File: src/rtl/div_pkg.sv
// Shared FSM type, default sizing and helpers for the iterative divider.
package div_pkg;

  typedef enum logic [1:0] {
    IDLE  = 2'd0,
    RUN   = 2'd1,
    FIXUP = 2'd2
  } divState_t;

  // Widest operand the abs helper handles; callers truncate back to their width.
  localparam int MAX_W = 64;

  function automatic int cntWidth(input int n);
    return (n > 1) ? $clog2(n) : 1;
  endfunction

  // Truncating the result to w bits yields the w-bit two's-complement magnitude.
  function automatic logic [MAX_W-1:0] abs_w(input logic [MAX_W-1:0] v, input logic neg);
    return neg ? -v : v;
  endfunction

  localparam int DEF_WIDTH = 32;
  localparam int DEF_STEPS = 1;
  localparam int DEF_CNT_W = cntWidth(DEF_WIDTH / DEF_STEPS);

endpackage

File: src/rtl/div_step.sv
// One combinational restoring-division step: shift {rem,quo} left, trial-subtract divisor.
module div_step
  import div_pkg::*;
#(
  parameter int WIDTH = DEF_WIDTH
) (
  input  logic [WIDTH-1:0] rem,
  input  logic [WIDTH-1:0] quo,
  input  logic [WIDTH-1:0] divisor,
  output logic [WIDTH-1:0] rem_nxt,
  output logic [WIDTH-1:0] quo_nxt
);

  logic [WIDTH:0] shifted;
  logic [WIDTH:0] trial;

  // rem < divisor on entry, so shifted < 2*divisor and trial[WIDTH] is a clean borrow.
  assign shifted = {rem, quo[WIDTH-1]};
  assign trial   = shifted - {1'b0, divisor};
  assign rem_nxt = trial[WIDTH] ? shifted[WIDTH-1:0] : trial[WIDTH-1:0];
  assign quo_nxt = {quo[WIDTH-2:0], ~trial[WIDTH]};

endmodule

File: src/rtl/div_iter.sv
// Iterative radix-2 restoring divider: WIDTH/STEPS_PER_CYCLE RUN cycles plus one FIXUP; done pulses N+2 cycles after start.
// start is ignored while busy; kill aborts without a done pulse and leaves the previous results in place.
module div_iter
  import div_pkg::*;
#(
  parameter int WIDTH           = DEF_WIDTH,
  parameter int STEPS_PER_CYCLE = DEF_STEPS
) (
  input  logic             clk,
  input  logic             rst_n,
  input  logic             start,
  input  logic             signed_op,
  input  logic             kill,
  input  logic [WIDTH-1:0] dividend,
  input  logic [WIDTH-1:0] divisor,
  output logic             busy,
  output logic             done,
  output logic [WIDTH-1:0] quotient,
  output logic [WIDTH-1:0] remainder,
  output logic             div_by_zero,
  output logic             overflow
);

  localparam int N     = WIDTH / STEPS_PER_CYCLE;
  localparam int CNT_W = cntWidth(N);
  localparam logic [CNT_W-1:0] LAST_CNT = CNT_W'(N - 1);
  localparam logic [WIDTH-1:0] MIN_NEG  = {1'b1, {(WIDTH-1){1'b0}}};

  divState_t        state;
  logic [CNT_W-1:0] cnt;
  logic [WIDTH-1:0] remR;
  logic [WIDTH-1:0] quoR;
  logic [WIDTH-1:0] divR;
  logic             signQ;
  logic             signR;
  logic             dbzR;
  logic             ovfR;

  logic             signA;
  logic             signB;
  logic [WIDTH-1:0] absA;
  logic [WIDTH-1:0] absB;
  logic             isZero;
  logic             isOvf;

  assign signA  = signed_op & dividend[WIDTH-1];
  assign signB  = signed_op & divisor[WIDTH-1];
  assign absA   = WIDTH'(abs_w(MAX_W'(dividend), signA));
  assign absB   = WIDTH'(abs_w(MAX_W'(divisor), signB));
  assign isZero = (divisor == '0);
  assign isOvf  = signed_op && (dividend == MIN_NEG) && (divisor == '1);

  assign busy = (state != IDLE);

  logic [WIDTH-1:0] remChain [STEPS_PER_CYCLE+1];
  logic [WIDTH-1:0] quoChain [STEPS_PER_CYCLE+1];

  assign remChain[0] = remR;
  assign quoChain[0] = quoR;

  for (genvar g = 0; g < STEPS_PER_CYCLE; g++) begin : gStep
    div_step #(
      .WIDTH(WIDTH)
    ) uStep (
      .rem     (remChain[g]),
      .quo     (quoChain[g]),
      .divisor (divR),
      .rem_nxt (remChain[g+1]),
      .quo_nxt (quoChain[g+1])
    );
  end

  always_ff @(posedge clk or negedge rst_n) begin
    if (!rst_n) begin
      state       <= IDLE;
      cnt         <= '0;
      remR        <= '0;
      quoR        <= '0;
      divR        <= '0;
      signQ       <= 1'b0;
      signR       <= 1'b0;
      dbzR        <= 1'b0;
      ovfR        <= 1'b0;
      done        <= 1'b0;
      quotient    <= '0;
      remainder   <= '0;
      div_by_zero <= 1'b0;
      overflow    <= 1'b0;
    end else begin
      done <= 1'b0;
      case (state)
        IDLE: begin
          if (start && !kill) begin
            divR  <= absB;
            signQ <= signA ^ signB;
            signR <= signA;
            cnt   <= '0;
            dbzR  <= isZero;
            ovfR  <= isOvf && !isZero;
            // Special cases preload the final magnitudes and go straight to FIXUP.
            if (isZero) begin
              remR  <= absA;
              quoR  <= '1;
              state <= FIXUP;
            end else if (isOvf) begin
              remR  <= '0;
              quoR  <= absA;
              state <= FIXUP;
            end else begin
              remR  <= '0;
              quoR  <= absA;
              state <= RUN;
            end
          end
        end
        RUN: begin
          if (kill) begin
            state <= IDLE;
          end else begin
            remR <= remChain[STEPS_PER_CYCLE];
            quoR <= quoChain[STEPS_PER_CYCLE];
            cnt  <= cnt + CNT_W'(1);
            if (cnt == LAST_CNT) state <= FIXUP;
          end
        end
        FIXUP: begin
          state <= IDLE;
          if (!kill) begin
            done        <= 1'b1;
            quotient    <= dbzR ? '1 : (signQ ? -quoR : quoR);
            remainder   <= signR ? -remR : remR;
            div_by_zero <= dbzR;
            overflow    <= ovfR;
          end
        end
        default: state <= IDLE;
      endcase
    end
  end

endmodule

File: config.mk
export PLATFORM = sky130hd
export DESIGN_NAME = div_iter
export DESIGN_NICKNAME = d
export VERILOG_FILES = /design/src/rtl/div_pkg.sv /design/src/rtl/div_step.sv /design/src/rtl/div_iter.sv
export SDC_FILE = /design/constraint.sdc
export NUM_CORES = 1
export LEC_CHECK = 0
export CORE_MARGIN = 2
export CORE_UTILIZATION = 55
export DETAILED_ROUTE_END_ITERATION = 10
export GPL_ROUTABILITY_DRIVEN = 0
export PLACE_DENSITY = 0.84
export SYNTH_ARGS = -nofsm -noshare
export SYNTH_HDL_FRONTEND = slang
export SYNTH_HIERARCHICAL = 1
export SYNTH_SLANG_ARGS = --single-unit
File: constraint.sdc
create_clock -name clk -period 4.9 [get_ports clk]
set_clock_uncertainty 0.1 [all_clocks]
set_input_delay 0.735 -clock clk [delete_from_list [all_inputs] [get_ports clk]]
set_output_delay 0.735 -clock clk [all_outputs]
set_load 0.05 [all_outputs]
==> impl_metrics.csv, run 1 <==
group,metric,value,unit
clocking,clk-insertion-delay-late,0.43,ns
yosys,synth_warnings,6,
hold_path,hold_path.class,"in2async",
worst_setup_path,r2r_setup_slack,0.95,ns
yosys,netlist_area,0.0124,mm2
yosys,number_of_synthesized_register_bits,174,
yosys,syn_nets,1550,
yosys,seq_area_frac_synth,35.1,%
sta,finalHoldViolations,0,
worst_setup_path,path_delay_family,"compound AO/OA/AOI/OAI gates",
yosys,synth-compound-area-share,21.4,%
worst_setup_path,critical_path_rt,5.10,ns
floorplanning,dieWidth,154,um
cells_and_area,num-fill-cells,1734,
cells_and_area,most-common-layout-cells,"sky130_fd_sc_hd__dfrtp_1 (174), sky130_fd_sc_hd__clkdlybuf4s50_1 (135), sky130_fd_sc_hd__a21oi_1 (132), sky130_fd_sc_hd__o21ai_0 (125), sky130_fd_sc_hd__nand2_1 (111)",
sta,relSlewSlack,20.9,%
route,vias_per_cell,6.42,
yosys,synth_enable_flop_cells,0,
cells_and_area,layout.cells.most_common,"sky130_fd_sc_hd__dfrtp_1",
clocking,cts.path.max_buffers,2,
worst_setup_path,timing.rr.end,"remR[22]",
pwr,ir_drop,0.376,mV
worst_setup_path,cpMaxStageDelayCell,"sky130_fd_sc_hd__dfrtp_1",
floorplanning,core_region_area,0.0220,mm2
route,total_via_count_after_detailed_routing,11500,
clocking,clock_sink_count,174,
clocking,postCtsSetupBuffers,0,
yosys,ys.flop_type,"sky130_fd_sc_hd__dfrtp_1",
route,initialDrtViolationCount,1283,
worst_setup_path,worst_r2r_startpoint,"quoR[31]",
yosys,yosys-mux-area-fraction,3.34,%
global_routing,grt_pass1_vias,10900,
cells_and_area,area_delta_synth_final,14.7,%
route,wl_per_cell,19.9,um
floorplanning,dieArea,0.0238,mm2
run,maxCapViolations,0,
sta,fin_tns_setup,0,ns
yosys,main_combinational_cell_family_by_area_after_synthesis,"compound AO/OA/AOI/OAI gates",
clocking,cts_hold_repair.buffers,0,
clocking,cts_made_buffers,17,
sta,finalMaxSlewViolations,0,
yosys,synthDistinctLibCells,88,
route,drcViolationCount,0,
cells_and_area,drive_above_1_share,7.55,%
worst_setup_path,r2r.worst_path.cells,16,
clocking,cts_resized,0,
route,detailedRoute.firstPassIterationCount,6,
placed_design,post-place-ws,1.02,ns
yosys,synth_fa_ha_area_share,4.10,%
sta,fmax,253,MHz
yosys,parity_gate_share_of_the_synthesized_area_counting_xor_and_xnor_cells,10.0,%
worst_setup_path,cp-endpoint,"remR[22]",
sta,setup_ws,0.947,ns
worst_setup_path,path_depth,16,
placed_design,detailedPlacementHpwl,25800,um
yosys,post-synth-top-area-cell,"sky130_fd_sc_hd__dfrtp_1",
sta,post-route-min-period,3.95,ns
worst_setup_path,timing.critical_path.from,"quoR[31]",
worst_setup_path,crit_path_start_kind,"flip-flop",
floorplanning,ios,137,
worst_setup_path,cp_cell_sequence,"inv_1 -> ha_1 -> fa_1 -> and2b_1 -> o2111ai_2 -> a21oi_2 -> o2111ai_1 -> a211oi_2 -> nor2_4 -> mux2i_4 -> and2_4 -> inv_8 -> mux2_4 -> and3_1 -> a21oi_1 -> o21ai_0",
cells_and_area,fin_nets,1607,
yosys,async_flop_share,100,%
yosys,synth-simple-area-share,19.1,%
worst_setup_path,worstPathArrival,4.15,ns
global_routing,antenna_found_initial,0,
route,wirelength,35600,um
yosys,synth_top_cells_by_area,"sky130_fd_sc_hd__dfrtp_1 (35%), sky130_fd_sc_hd__xor2_1 (6.9%), sky130_fd_sc_hd__a21oi_1 (5.3%), sky130_fd_sc_hd__o21ai_0 (5.0%), sky130_fd_sc_hd__ha_1 (3.9%)",
outcome,outcome,"complete, no violations",
floorplanning,num_rows,54,
yosys,syn_inst,1441,
worst_setup_path,timing.critical_path.to_type,"flip-flop",
global_routing,grt_pass1_wl,57500,um
clocking,tritoncts,"yes",
cells_and_area,number_of_diodes,0,
sta,final-setup-viol-count,0,
sta,grt_setup_unrepaired,"false",
clocking,htree_levels,4,
floorplanning,floorplan.initialDensity,56.5,%
route,antenna_left,0,
global_routing,aggregate_global_routing_overflow,0,
worst_setup_path,timing.critical_path.slowest_cell_delay,0.42,ns
global_routing,grt_start_max_net_pins,107,
floorplanning,die_h,154,um
worst_setup_path,worstPathMaxFanout,24,
global_routing,grt.total_usage,30.3,%
pwr,totalPowerFinal,7.14,mW
yosys,synth_top_area_share,35.1,%
worst_setup_path,count_of_buffering_cells_on_the_critical_path_with_inverters_included,2,
yosys,postSynthAreaPerCell,8.60,um2
sta,final_min_period_over_clock_period,80.7,%
pwr,power_leakage,5.94,nW
clocking,worst_setup_hold_path_clk_slew,0.07,ns
worst_setup_path,crit_path_class,"reg2reg",
placed_design,input_output_buffers,136,
pwr,power_density,502,mW/mm2
sta,actual_transition_at_the_worst_max_transition_pin,1.19,ns
clocking,clock_tree.root_cell,"sky130_fd_sc_hd__clkbuf_16",
logic make-up after synthesis:
family | after synthesis
xor+xnor | 142
compound gates | 436
buf+inv | 170
fa+ha+maj | 40
mux | 30
flops | 174
simple gates | 449
synth_stat cells, types with 21 or more instances:
library cell	n
sky130_fd_sc_hd__xnor2_1	45
sky130_fd_sc_hd__nand2_1	112
sky130_fd_sc_hd__xor2_1	97
sky130_fd_sc_hd__nor3_1	22
sky130_fd_sc_hd__or3_1	51
sky130_fd_sc_hd__a21oi_1	132
sky130_fd_sc_hd__o41ai_1	30
sky130_fd_sc_hd__nand3_1	25
sky130_fd_sc_hd__a31oi_1	31
sky130_fd_sc_hd__ha_1	39
sky130_fd_sc_hd__buf_4	34
sky130_fd_sc_hd__nor2_1	87
sky130_fd_sc_hd__inv_1	51
sky130_fd_sc_hd__nand4_1	22
sky130_fd_sc_hd__o21ai_0	125
sky130_fd_sc_hd__o31ai_1	35
sky130_fd_sc_hd__or4_1	21
sky130_fd_sc_hd__and3_1	23
sky130_fd_sc_hd__dfrtp_1	174
sky130_fd_sc_hd__clkbuf_1	67
layout make-up:
type | instances | area [um2] | area share [%]
timing repair buffer | 155 | 1510 | 10.6
sequential | 174 | 4350 | 30.6
inverter | 53 | 206 | 1.45
multi-input combinational | 1097 | 7210 | 50.7
clock buffer | 20 | 457 | 3.21
tap | 280 | 350 | 2.46
clock inverter | 11 | 135 | 0.951
worst min path at each step:
stage / endpoint / cells after the start
finish: divR[15] / 1
global route: remainder[14] / 2
CTS: divR[15] / 1
detailed placement: remainder[9] / 2
global placement: cnt[4] / 2
floorplan: cnt[0] / 0
registers in the layout (all words and copies together), names as in the netlist, 2 cells and up:
name	count
quoR	32
state	2
quotient	32
divR	32
cnt	5
remR	32
remainder	32
stage by stage:
stage               hold WS [ns]  util [%]  instances  area, um2
floorplan                  0.339         -       1441      12400
global placement           0.357      62.0       1759      13600
detailed placement         0.370      62.0       1759      13600
CTS                        0.385      64.7       1790      14200
global route               0.405      64.7       1790      14200
finish                     0.311      64.7       1790      14200
metal layers:
layer	vias to the layer above	global-route usage, %	part of all wire (%)
met5	-	0	0
met3	113	6.00	8.8
met4	0	14.6	4.8
met2	636	45.8	44
li1	5307	-	-
met1	5438	41.8	42
power by group:
group | total, mW | leakage, nW | switching (mW) | internal (mW)
combinational | 3.59 | 3.42 | 1.93 | 1.66
clock | 1.38 | 0.285 | 0.598 | 0.783
sequential | 2.17 | 2.24 | 0.483 | 1.69
total | 7.14 | 5.94 | 3.01 | 4.13
No activity file was read; power rests on OpenSTA's default activity.
==> run 2: changes to the inputs <==
==> constraint.sdc (replaced) <==
create_clock -name clk -period 3.7 [get_ports clk]
set_clock_uncertainty 0.1 [all_clocks]
set_input_delay 0.555 -clock clk [delete_from_list [all_inputs] [get_ports clk]]
set_output_delay 0.555 -clock clk [all_outputs]
set_load 0.05 [all_outputs]
==> run 2 against run 1 <==
Effect of this change:
- die area stayed put
- non-clock buffer count up 29
- worst setup slack got worse by 0.92 ns
- critical endpoint is now remR[21]
- global-route usage up 0.67 points
- sequential power increased by 26%
- sequential share of layout area down 0.57 points
- largest cell class unchanged
- wire length up 2.7%
- total power increased by 36%
- clock power up 28%
- largest power group unchanged
- count of clock-buffer cells in the layout shrank 2
- first-iteration DRC count up 7.6%
- fmax grew 7.8%
==> impl_metrics.csv, run 2 (synthesis gave the netlist of run 1 again) <==
group,metric,value,unit
global_routing,grt_pass1_wl,58700,um
cells_and_area,drive_above_1_share,10.2,%
sta,final-setup-viol-count,0,
route,total_via_count_after_detailed_routing,11800,
floorplanning,dieArea,0.0238,mm2
sta,post-route-min-period,3.67,ns
floorplanning,die_h,154,um
placed_design,input_output_buffers,136,
sta,fmax,273,MHz
floorplanning,ios,137,
clocking,worst_setup_hold_path_clk_slew,0.07,ns
sta,finalMaxSlewViolations,0,
pwr,power_leakage,6.10,nW
route,detailedRoute.firstPassIterationCount,6,
route,wirelength,36500,um
cells_and_area,most-common-layout-cells,"sky130_fd_sc_hd__dfrtp_1 (174), sky130_fd_sc_hd__clkdlybuf4s50_1 (135), sky130_fd_sc_hd__a21oi_1 (129), sky130_fd_sc_hd__o21ai_0 (123), sky130_fd_sc_hd__nand2_1 (109)",
cells_and_area,final_cell_area,0.0145,mm2
route,antenna_left,0,
route,initialDrtViolationCount,1380,
clocking,clock_tree.root_cell,"sky130_fd_sc_hd__clkbuf_16",
floorplanning,floorplan.initialDensity,56.5,%
cells_and_area,number_of_diodes,0,
floorplanning,dieWidth,154,um
global_routing,aggregate_global_routing_overflow,0,
cells_and_area,layout.cells.most_common,"sky130_fd_sc_hd__dfrtp_1",
clocking,cts.path.max_buffers,2,
run,maxCapViolations,0,
clocking,htree_levels,4,
sta,final_min_period_over_clock_period,99.1,%
route,drcViolationCount,0,
worst_setup_path,worstPathArrival,3.88,ns
global_routing,antenna_found_initial,0,
hold_path,hold_path.class,"in2async",
outcome,outcome,"complete, no violations",
clocking,cts_made_buffers,17,
cells_and_area,area_delta_synth_final,16.8,%
cells_and_area,layout.cells.non_filler,1822,
placed_design,place_area,0.0138,mm2
clocking,tritoncts,"yes",
global_routing,grt.total_usage,30.9,%
cells_and_area,fin_nets,1638,
route,vias_per_cell,6.45,
worst_setup_path,critical_path_rt,3.91,ns
route,wl_per_cell,20.0,um
sta,relSlewSlack,16.4,%
global_routing,grt_start_max_net_pins,74,
pwr,ir_drop,0.411,mV
global_routing,grt_pass1_vias,11100,
placed_design,detailedPlacementHpwl,26400,um
pwr,power_density,671,mW/mm2
clocking,clk-insertion-delay-late,0.44,ns
floorplanning,num_rows,54,
floorplanning,core_region_area,0.0220,mm2
sta,finalHoldViolations,0,
clocking,clock_sink_count,174,
worst_setup_path,crit_path_class,"reg2reg",
worst_setup_path,worstPathMaxFanout,6,
placed_design,placedCellCount,1783,
clocking,cts_hold_repair.buffers,0,
worst_setup_path,crit_path_start_kind,"flip-flop",
sta,actual_transition_at_the_worst_max_transition_pin,1.25,ns
worst_setup_path,timing.critical_path.to_type,"flip-flop",
==> run 2: cell types whose count changed in the layout (fill, tap and decap cells not counted), moves of 3 or more <==
cell	before	now
sky130_fd_sc_hd__buf_4	19	47
sky130_fd_sc_hd__inv_6	1	6
sky130_fd_sc_hd__a21oi_1	132	129
sky130_fd_sc_hd__a21oi_2	2	5
sky130_fd_sc_hd__clkinv_2	1	4
sky130_fd_sc_hd__ha_1	39	36
sky130_fd_sc_hd__ha_2	0	3
==> run 2: path summary, 6_finish.rpt <==
path,startpoint,end,slack (ns),cells after the start
worst min-delay path,rst_n,divR[3],0.005,1
min in group clk,remainder[17],remainder[17],0.38,2
worst min register to register,remainder[17],remainder[17],0.38,2
worst max-delay path,quoR[31],remR[21],0.03,16
max in group asynchronous,rst_n,remR[19],2.54,2
worst max register to register,quoR[31],remR[21],0.03,16
==> run 2: area by class of cell <==
class / count / area [um2]
Timing Repair Buffer: 184 / 1740
Clock buffer: 18 / 429
Clock inverter: 14 / 131
Multi-Input combinational cell: 1097 / 7250
Fill cell: 1733 / 7470
Tap cell: 280 / 350
Timing Repair inverter: 2 / 20.0
Inverter: 53 / 211
Sequential cell: 174 / 4350
==> run 2: stage by stage <==
step	setup WS, ns	utilization, %	power, mW	hold WS, ns	setup TNS [ns]
after floorplan	0.0544	-	6.65	0.159	0
after detailed placement	-0.0567	62.9	7.58	0.369	-0.275
after CTS	0.0285	65.6	9.43	0.0201	0
final	0.0316	66.0	9.72	0.00542	0
after global routing	-0.0899	66.0	10.3	0.0329	-1.12
after global placement	0.0565	62.9	7.42	0.360	0
==> run 2: report_power, final <==
part / total, mW / internal (mW) / switching, mW
Combinational: 5.21 / 2.38 / 2.83
Sequential: 2.74 / 2.24 / 0.507
Clock: 1.77 / 0.941 / 0.827
==> run 2: metal layers <==
layer	track usage (%)	vias up	wire [um]
met5	0	-	0
met4	13.5	0	1700
met3	6.82	118	3550
met2	47.5	670	16300
met1	42.3	5610	15000
li1	-	5361	-
==> run 2: timing repair <==
action,CTS,global route
pin swaps,2,8
setup buffers,1,4
gates cloned,1,1
setup endpoints to repair,13,24
gates resized for setup,1,15
==> run 2: critical path: stages, from the launching register on <==
cell and delay (ns):
sky130_fd_sc_hd__dfrtp_1 0.36, sky130_fd_sc_hd__inv_1 0.06, sky130_fd_sc_hd__ha_2 0.20, sky130_fd_sc_hd__fa_2 0.36, sky130_fd_sc_hd__and2b_1 0.23, sky130_fd_sc_hd__o2111ai_2 0.17, sky130_fd_sc_hd__a21oi_2 0.24, sky130_fd_sc_hd__o2111ai_2 0.16
sky130_fd_sc_hd__a211oi_2 0.34, sky130_fd_sc_hd__nor2_4 0.08, sky130_fd_sc_hd__mux2i_4 0.18, sky130_fd_sc_hd__and2_4 0.31, sky130_fd_sc_hd__inv_6 0.08, sky130_fd_sc_hd__mux2_4 0.29, sky130_fd_sc_hd__and3_1 0.14, sky130_fd_sc_hd__a21oi_1 0.14
sky130_fd_sc_hd__o21ai_1 0.09
